==> config.mk <==
export PLATFORM = sky130hd
export DESIGN_NAME = axi_lite_reg_bridge
export DESIGN_NICKNAME = d
export VERILOG_FILES = /design/src/rtl/axi_lite_reg_bridge_pkg.sv /design/src/rtl/axi_lite_reg_bridge.sv
export SDC_FILE = /design/constraint.sdc
export NUM_CORES = 1
export LEC_CHECK = 0
export BUFFER_PORTS_ARGS = -buffer_cell sky130_fd_sc_hd__clkbuf_2
export CAP_MARGIN = 20
export CORE_ASPECT_RATIO = 0.6
export CORE_MARGIN = 4
export CORE_UTILIZATION = 40
export DETAILED_ROUTE_END_ITERATION = 8
export GPL_ROUTABILITY_DRIVEN = 0
export MAX_ROUTING_LAYER = met4
export PLACE_DENSITY = 0.68
export SLEW_MARGIN = 30
export SYNTH_ARGS = -nofsm -noshare
export SYNTH_HDL_FRONTEND = slang
export SYNTH_SLANG_ARGS = --single-unit
==> constraint.sdc <==
create_clock -name axi_mm_clk -period 4.65 [get_ports axi_mm_clk]
set_clock_uncertainty 0.1 [all_clocks]
set_input_delay 0.93 -clock axi_mm_clk [delete_from_list [all_inputs] [get_ports axi_mm_clk]]
set_output_delay 0.93 -clock axi_mm_clk [all_outputs]
set_load 0.1 [all_outputs]
==> src/rtl/axi_lite_reg_bridge_pkg.sv <==
// Shared types and constants for the AXI4-Lite to strobed register port bridge.
// Holds the channel FSM encodings, the fixed OKAY response and the word-address offset helper.
package axi_lite_reg_bridge_pkg;

  typedef enum logic [2:0] {
    W_IDLE,
    W_WAIT_W,
    W_WAIT_AW,
    W_ISSUE,
    W_RESP
  } wr_state_t;

  typedef enum logic [1:0] {
    R_IDLE,
    R_ISSUE,
    R_CAPTURE,
    R_RESP
  } rd_state_t;

  localparam logic [1:0] RESP_OKAY = 2'b00;

  // Number of byte-offset bits dropped to form a register word address.
  function automatic int addr_lsb(input int data_width);
    return $clog2(data_width / 8);
  endfunction

endpackage

==> src/rtl/axi_lite_reg_bridge.sv <==
// AXI4-Lite slave that turns register transactions into single-cycle wen/ren strobes.
// Write and read channels run as independent FSMs, each with one transaction outstanding.
module axi_lite_reg_bridge
  import axi_lite_reg_bridge_pkg::*;
#(
  parameter int C_S_AXI_DATA_WIDTH = 32,
  parameter int C_S_AXI_ADDR_WIDTH = 13,
  parameter int OPT_MEM_ADDR_BITS  = 10
) (
  input  logic                              axi_mm_clk,
  input  logic                              rst_n,
  input  logic [C_S_AXI_ADDR_WIDTH-1:0]     s_axi_awaddr,
  input  logic [2:0]                        s_axi_awprot,
  input  logic                              s_axi_awvalid,
  output logic                              s_axi_awready,
  input  logic [C_S_AXI_DATA_WIDTH-1:0]     s_axi_wdata,
  input  logic [C_S_AXI_DATA_WIDTH/8-1:0]   s_axi_wstrb,
  input  logic                              s_axi_wvalid,
  output logic                              s_axi_wready,
  output logic [1:0]                        s_axi_bresp,
  output logic                              s_axi_bvalid,
  input  logic                              s_axi_bready,
  input  logic [C_S_AXI_ADDR_WIDTH-1:0]     s_axi_araddr,
  input  logic [2:0]                        s_axi_arprot,
  input  logic                              s_axi_arvalid,
  output logic                              s_axi_arready,
  output logic [C_S_AXI_DATA_WIDTH-1:0]     s_axi_rdata,
  output logic [1:0]                        s_axi_rresp,
  output logic                              s_axi_rvalid,
  input  logic                              s_axi_rready,
  output logic                              wen,
  output logic [OPT_MEM_ADDR_BITS:0]        waddr,
  output logic [C_S_AXI_DATA_WIDTH-1:0]     wdata,
  output logic [C_S_AXI_DATA_WIDTH/8-1:0]   wstrb,
  output logic                              ren,
  output logic [OPT_MEM_ADDR_BITS:0]        raddr,
  input  logic [C_S_AXI_DATA_WIDTH-1:0]     rdata
);

  localparam int ADDR_LSB = addr_lsb(C_S_AXI_DATA_WIDTH);
  localparam int STRB_W   = C_S_AXI_DATA_WIDTH / 8;
  localparam int WORD_W   = OPT_MEM_ADDR_BITS + 1;

  wr_state_t                   wr_state;
  rd_state_t                   rd_state;
  logic [WORD_W-1:0]           aw_word;
  logic [WORD_W-1:0]           ar_word;
  logic [WORD_W-1:0]           aw_addr_q;
  logic [C_S_AXI_DATA_WIDTH-1:0] w_data_q;
  logic [STRB_W-1:0]           w_strb_q;
  logic                        aw_hs;
  logic                        w_hs;
  logic                        ar_hs;
  logic                        unused_inputs;

  assign aw_word = s_axi_awaddr[ADDR_LSB+OPT_MEM_ADDR_BITS:ADDR_LSB];
  assign ar_word = s_axi_araddr[ADDR_LSB+OPT_MEM_ADDR_BITS:ADDR_LSB];
  assign aw_hs   = s_axi_awvalid & s_axi_awready;
  assign w_hs    = s_axi_wvalid & s_axi_wready;
  assign ar_hs   = s_axi_arvalid & s_axi_arready;

  assign s_axi_bresp   = RESP_OKAY;
  assign s_axi_rresp   = RESP_OKAY;
  assign unused_inputs = ^{s_axi_awprot, s_axi_arprot, s_axi_awaddr, s_axi_araddr};

  // The port registers (waddr/wdata/wstrb) only change on the cycle wen is raised,
  // so a beat arriving early is parked in the *_q holding registers first.
  always_ff @(posedge axi_mm_clk) begin
    if (!rst_n) begin
      wr_state      <= W_IDLE;
      s_axi_awready <= 1'b0;
      s_axi_wready  <= 1'b0;
      s_axi_bvalid  <= 1'b0;
      wen           <= 1'b0;
      waddr         <= '0;
      wdata         <= '0;
      wstrb         <= '0;
      aw_addr_q     <= '0;
      w_data_q      <= '0;
      w_strb_q      <= '0;
    end else begin
      wen <= 1'b0;
      case (wr_state)
        W_IDLE: begin
          s_axi_awready <= 1'b1;
          s_axi_wready  <= 1'b1;
          if (aw_hs && w_hs) begin
            waddr         <= aw_word;
            wdata         <= s_axi_wdata;
            wstrb         <= s_axi_wstrb;
            wen           <= 1'b1;
            s_axi_awready <= 1'b0;
            s_axi_wready  <= 1'b0;
            wr_state      <= W_ISSUE;
          end else if (aw_hs) begin
            aw_addr_q     <= aw_word;
            s_axi_awready <= 1'b0;
            wr_state      <= W_WAIT_W;
          end else if (w_hs) begin
            w_data_q      <= s_axi_wdata;
            w_strb_q      <= s_axi_wstrb;
            s_axi_wready  <= 1'b0;
            wr_state      <= W_WAIT_AW;
          end
        end
        W_WAIT_W: begin
          if (w_hs) begin
            waddr        <= aw_addr_q;
            wdata        <= s_axi_wdata;
            wstrb        <= s_axi_wstrb;
            wen          <= 1'b1;
            s_axi_wready <= 1'b0;
            wr_state     <= W_ISSUE;
          end
        end
        W_WAIT_AW: begin
          if (aw_hs) begin
            waddr         <= aw_word;
            wdata         <= w_data_q;
            wstrb         <= w_strb_q;
            wen           <= 1'b1;
            s_axi_awready <= 1'b0;
            wr_state      <= W_ISSUE;
          end
        end
        W_ISSUE: begin
          s_axi_bvalid <= 1'b1;
          wr_state     <= W_RESP;
        end
        W_RESP: begin
          if (s_axi_bready) begin
            s_axi_bvalid  <= 1'b0;
            s_axi_awready <= 1'b1;
            s_axi_wready  <= 1'b1;
            wr_state      <= W_IDLE;
          end
        end
        default: wr_state <= W_IDLE;
      endcase
    end
  end

  // The register block samples ren on one edge and presents rdata after it,
  // hence the extra capture state between the strobe and the R response.
  always_ff @(posedge axi_mm_clk) begin
    if (!rst_n) begin
      rd_state      <= R_IDLE;
      s_axi_arready <= 1'b0;
      s_axi_rvalid  <= 1'b0;
      s_axi_rdata   <= '0;
      ren           <= 1'b0;
      raddr         <= '0;
    end else begin
      ren <= 1'b0;
      case (rd_state)
        R_IDLE: begin
          s_axi_arready <= 1'b1;
          if (ar_hs) begin
            raddr         <= ar_word;
            ren           <= 1'b1;
            s_axi_arready <= 1'b0;
            rd_state      <= R_ISSUE;
          end
        end
        R_ISSUE: rd_state <= R_CAPTURE;
        R_CAPTURE: begin
          s_axi_rdata  <= rdata;
          s_axi_rvalid <= 1'b1;
          rd_state     <= R_RESP;
        end
        R_RESP: begin
          if (s_axi_rready) begin
            s_axi_rvalid  <= 1'b0;
            s_axi_arready <= 1'b1;
            rd_state      <= R_IDLE;
          end
        end
        default: rd_state <= R_IDLE;
      endcase
    end
  end

endmodule
Word-level counts from Yosys, hierarchy flattened
Index checks and enable logic that the tools add are counted.
Widths: inputs -> output; s select.
- eq/ne operators: 14
- mux-type cells: 44
- bitwise logic cells: 5
- reductions and logical operators: 21
- operators with widths (kind ; number):
    $mux 32 ; 3
    $pmux 32 s3 ; 1
    $mux 11 ; 3
    $pmux 11 s3 ; 1
    $mux 3 ; 6
    $mux 1 ; 16
    $pmux 3 s5 ; 1
    $mux 4 ; 3
    $ne 2x2->1 const B ; 6
    $pmux 4 s3 ; 1
    $reduce_and 2->1 ; 6
    $reduce_and 4->1 ; 3
    $pmux 1 s3 ; 3
    $reduce_and 3->1 ; 3
    $reduce_bool 3->1 ; 3
    $pmux 2 s4 ; 1
    $eq 3x2->1 const B ; 2
    $pmux 1 s2 ; 3
    $reduce_bool 2->1 ; 3
    $eq 2x2->1 const B ; 2
    $mux 2 ; 2
    $ne 4x4->1 const B ; 1
    $and 1x1->1 ; 3
    $eq 3x1->1 const B ; 1
    other kinds (6) ; 7
- register bits after elaboration: 149
- input port bits: 107
- output and inout port bits: 101
- logic and storage cells: 101

Logic depth before layout (Yosys ltp)
- word-level depth: 5
- depth in mapped cells: 7
- depth with buffers taken out: 5

Worst setup path before layout
Ideal clock, no wire load.
- path kind: register -> register
- from: register s_axi_wready
- to: register wdata[26]
- setup time: 0.117 ns
- arrival: 2.012 ns
- required time: 4.433 ns
- path slack: 2.421 ns
- cell stages (with the launch flop): 7
- path buffers: 2
- clock period less this slack: 2.229 ns
- cell sequence: dfxtp_1 > nand3b_1 > a211oi_2 > buf_2 > buf_4 > nand2_1 > o211a_1
- longest elaborated chain between the ends: 4
- elaborated cells on any way between the ends: 5
- those cells by class: eq/ne: 2; bitwise: 1; reduce/logical: 2
- ends and longest elaborated chain (item ; RTL line ; source):
    start, declared ; axi_lite_reg_bridge.sv:19 ; output logic s_axi_wready,
    start signal, assigned ; axi_lite_reg_bridge.sv:72 ; s_axi_wready <= 1'b0;
    start signal, assigned ; axi_lite_reg_bridge.sv:86 ; s_axi_wready <= 1'b1;
    start signal, assigned ; axi_lite_reg_bridge.sv:93 ; s_axi_wready <= 1'b0;
    $and 1x1->1 (*) ; axi_lite_reg_bridge.sv:59 ; assign w_hs = s_axi_wvalid & s_axi_wready;
    $logic_and 1x1->1 ; axi_lite_reg_bridge.sv:87 ; if (aw_hs && w_hs) begin
    $ne 2x2->1 (no source line) ; - ;
    $reduce_and 4->1 (no source line) (*) ; - ;
    end signal, assigned ; axi_lite_reg_bridge.sv:89 ; wdata <= s_axi_wdata;
    end signal, assigned ; axi_lite_reg_bridge.sv:109 ; wdata <= s_axi_wdata;
    end signal, assigned ; axi_lite_reg_bridge.sv:119 ; wdata <= w_data_q;
    end, declared ; axi_lite_reg_bridge.sv:33 ; output logic [C_S_AXI_DATA_WIDTH-1:0] wdata,
Every way passes the cells marked *; elsewhere a longest branch is shown, timed or not.
A chain may end at the register's enable or synchronous reset.

Worst setup path in the final report
- from: register s_axi_arready
- to: output s_axi_arready
- RTL lines (item ; RTL line ; source):
    start, declared ; axi_lite_reg_bridge.sv:26 ; output logic s_axi_arready,
    start signal, assigned ; axi_lite_reg_bridge.sv:148 ; s_axi_arready <= 1'b0;
    start signal, assigned ; axi_lite_reg_bridge.sv:157 ; s_axi_arready <= 1'b1;
    start signal, assigned ; axi_lite_reg_bridge.sv:161 ; s_axi_arready <= 1'b0;
No word-level cell between the ends.

==> out/metrics.yaml <==
worst_setup_path:
  cp_slowest_cell: "clkbuf_2"
  cp.arrival_ns: 1.29
  end_kind: "primary output"
  path_buf_inv: 1
  cp_max_fo: 5
  cp_top_family: "buffers and inverters"
  worstPathRequired_ns: 3.62
  worstSetupPathType: "flop to primary output"
  worstPathCellList: "clkbuf_2"
  critPathMaxStageDelay_ns: 0.49
  cp-start-kind: "flop"
die:
  core_mm2: 0.0148
  num_rows: 34
  initial_core_util: 0.419
  die_area_mm2: 0.0177
  io_pins: 208
  die_h_um: 105
  dieWidth_um: 169
power_and_ir_drop:
  leakagePower_nw: 3.81
  pwr-share-seq: 0.298
  power.density_mw_per_mm2: 719
  combPwrFrac: 0.446
  ir_drop_uv: 339
  clkPwrFrac: 0.257
  sw_frac_of_total: 0.471
  intPower_mw: 3.00
  p_sw_mw: 2.67
clocking:
  clock-sinks: 149
  cts_max_level: 4
  clock_path_buffers: 2
  clock_latency_ns: 0.40
  cts_tree: "built"
  path_clk_slew_ns: 0.07
  postCtsSetupRepairBufs: 0
  ctsResizeCount: 0
  cts_root_buf: "clkbuf_16"
  cts_inserted_buffers: 17
  cts_hold_buf: 0
grt:
  grtUsageTotal: 0.163
  grt_pass1_wl_um: 23200
  grt_pass1_vias: 4508
  antenna_found_initial: 0
  grt_max_degree: 96
  grt.overflow.total: 0
synthesis:
  synth_fa_ha_area_frac: 0.00603
  seq_area_frac_synth: 0.479
  synthArstFlopShare: 0
  synthMuxAreaShare: 0.150
  ys_warn_count: 0
  synth_ff_type: "dfxtp_1"
  yosys.area_share.simple: 0.165
  postSynthAreaPerCell_um2: 9.79
  synth-compound-area-share: 0.152
  ys_seq_elements: 149
  synth_edf_count: 0
  yosys.area.top_type: "dfxtp_1"
  yosysTopAreaCellShare: 0.479
  synthXorXnorAreaFrac: 0
  synthCells: 636
  yosysMostFrequentCell: "dfxtp_1"
  synth_area_mm2: 0.00622
  ys_types: 36
  synthTopCellsByArea: "dfxtp_1 (48%), mux2i_1 (15%), nand2_1 (8.9%)"
  synth_common_cells: "dfxtp_1 (149), nand2_1 (147), mux2i_1 (93)"
  synth_top_family_by_area: "simple AND/OR/NAND/NOR gates"
layout:
  area_growth_pct: 26.7
  final_area_mm2: 0.00788
  antenna_cells: 0
  drive_gt1_frac: 0.290
  num-nets-final: 916
timing:
  relSlewSlack: 0.453
  max_freq_mhz: 431
  tightest_slew_ns: 0.821
  finalCriticalPeriod_ns: 2.32
  setup_violations: 0
  fin_crit_sh: 0.499
  slew_viol_final: 0
  finalSetupTns_ns: 0
  grt_setup_unrepaired: "no"
  finalHoldViolations: 0
detailed_routing:
  drtIter0Drc: 264
  vias: 4825
  drt-total-wl_um: 14400
  routedWlPerCell_um: 14.2
  dr.pass1.iters: 4
  viasPerCell: 4.75
  drc: 0
  postRouteAntennaNets: 0
place:
  port_buffers: 193
  placed_cell_area_mm2: 0.00725
  dp_hpwl_um: 9790
outcome:
  status: "finished, final reports clean"
hold_path:
  hold_path_class: "flop to flop"
run:
  drv_cap: 0
==> layout by cell type, fill, tap and decap left out, types with 6 or more instances in the layout <==
master	count
mux2i_1	93
nor2b_1	48
o211a_1	47
clkbuf_2	192
a21oi_1	6
dfxtp_1	149
nand2_1	147
a21boi_1	30
nor2_1	11
clkbuf_16	17
a21boi_0	17
==> sequential cells by signal, summed over array words and instances, names as in the netlist, 2 cells and up <==
| signal | flops |
|---|---|
| s_axi_rdata | 32 |
| wdata | 32 |
| w_data_q | 32 |
| rd_state | 2 |
| wr_state | 3 |
| w_strb_q | 4 |
| aw_addr_q | 11 |
| wstrb | 4 |
| waddr | 11 |
| raddr | 11 |
==> cells by family after synthesis <==
family / after synthesis
and+or+nand+nor: 223
DFF: 149
AOI/OAI and AO/OA: 112
muxes: 93
buffers and inverters: 55
adders and majority gates: 3
other: 1
==> worst register-to-register path, cell delays in order, from the launching register on <==
cell and delay (ns):
dfxtp_1 0.62, nand2b_1 0.17, a211oi_4 0.23, buf_6 0.51
nand2_1 0.26, o211a_1 0.17
==> final timing paths <==
kind                  from             to  slack [ns]  cells after the start
max          s_axi_arready  s_axi_arready        2.33                      1
min           w_data_q[30]   w_data_q[30]        0.35                      2
max reg2reg    wr_state[1]       waddr[7]        2.49                      5
min reg2reg   w_data_q[30]   w_data_q[30]        0.35                      2
==> layout make-up <==
| cell class | instances | area [um2] |
|---|---|---|
| Clock buffer | 18 | 429 |
| Clock inverter | 13 | 198 |
| Fill cell | 1383 | 6960 |
| Inverter | 4 | 15.0 |
| Multi-Input combinational cell | 435 | 2980 |
| Sequential cell | 149 | 2980 |
| Tap cell | 198 | 248 |
| Timing Repair Buffer | 199 | 1030 |
==> layer usage <==
layer / track usage / vias to the layer above / part of all wire
met3: 0.0347 / 13 / 0.048
met2: 0.232 / 117 / 0.42
met5: - / - / 0
met1: 0.236 / 2201 / 0.52
met4: 0.0431 / 0 / 0.0095
li1: - / 2494 / -
==> metrics by stage <==
stage	total power [mW]	hold WS [ns]	cells	setup WS, ns	utilization
6_report	5.67	0.352	1016	2.33	0.531
5_1_grt	5.93	0.364	1016	2.26	0.531
4_1_cts	5.73	0.354	1016	2.31	0.531
3_5_place_dp	4.25	0.346	985	1.91	0.489
3_3_place_gp	4.24	0.342	985	1.92	0.488
2_1_floorplan	3.87	0.335	639	2.42	-
==> power groups by stage <==
stage	clock network (mW)	registers [mW]	logic, mW
3_5_place_dp	0	1.71	2.54
3_3_place_gp	0	1.71	2.53
4_1_cts	1.49	1.69	2.54
6_report	1.45	1.69	2.53
5_1_grt	1.55	1.72	2.66
2_1_floorplan	0	3.01	0.861
No activity file was read; power rests on OpenSTA's default activity.
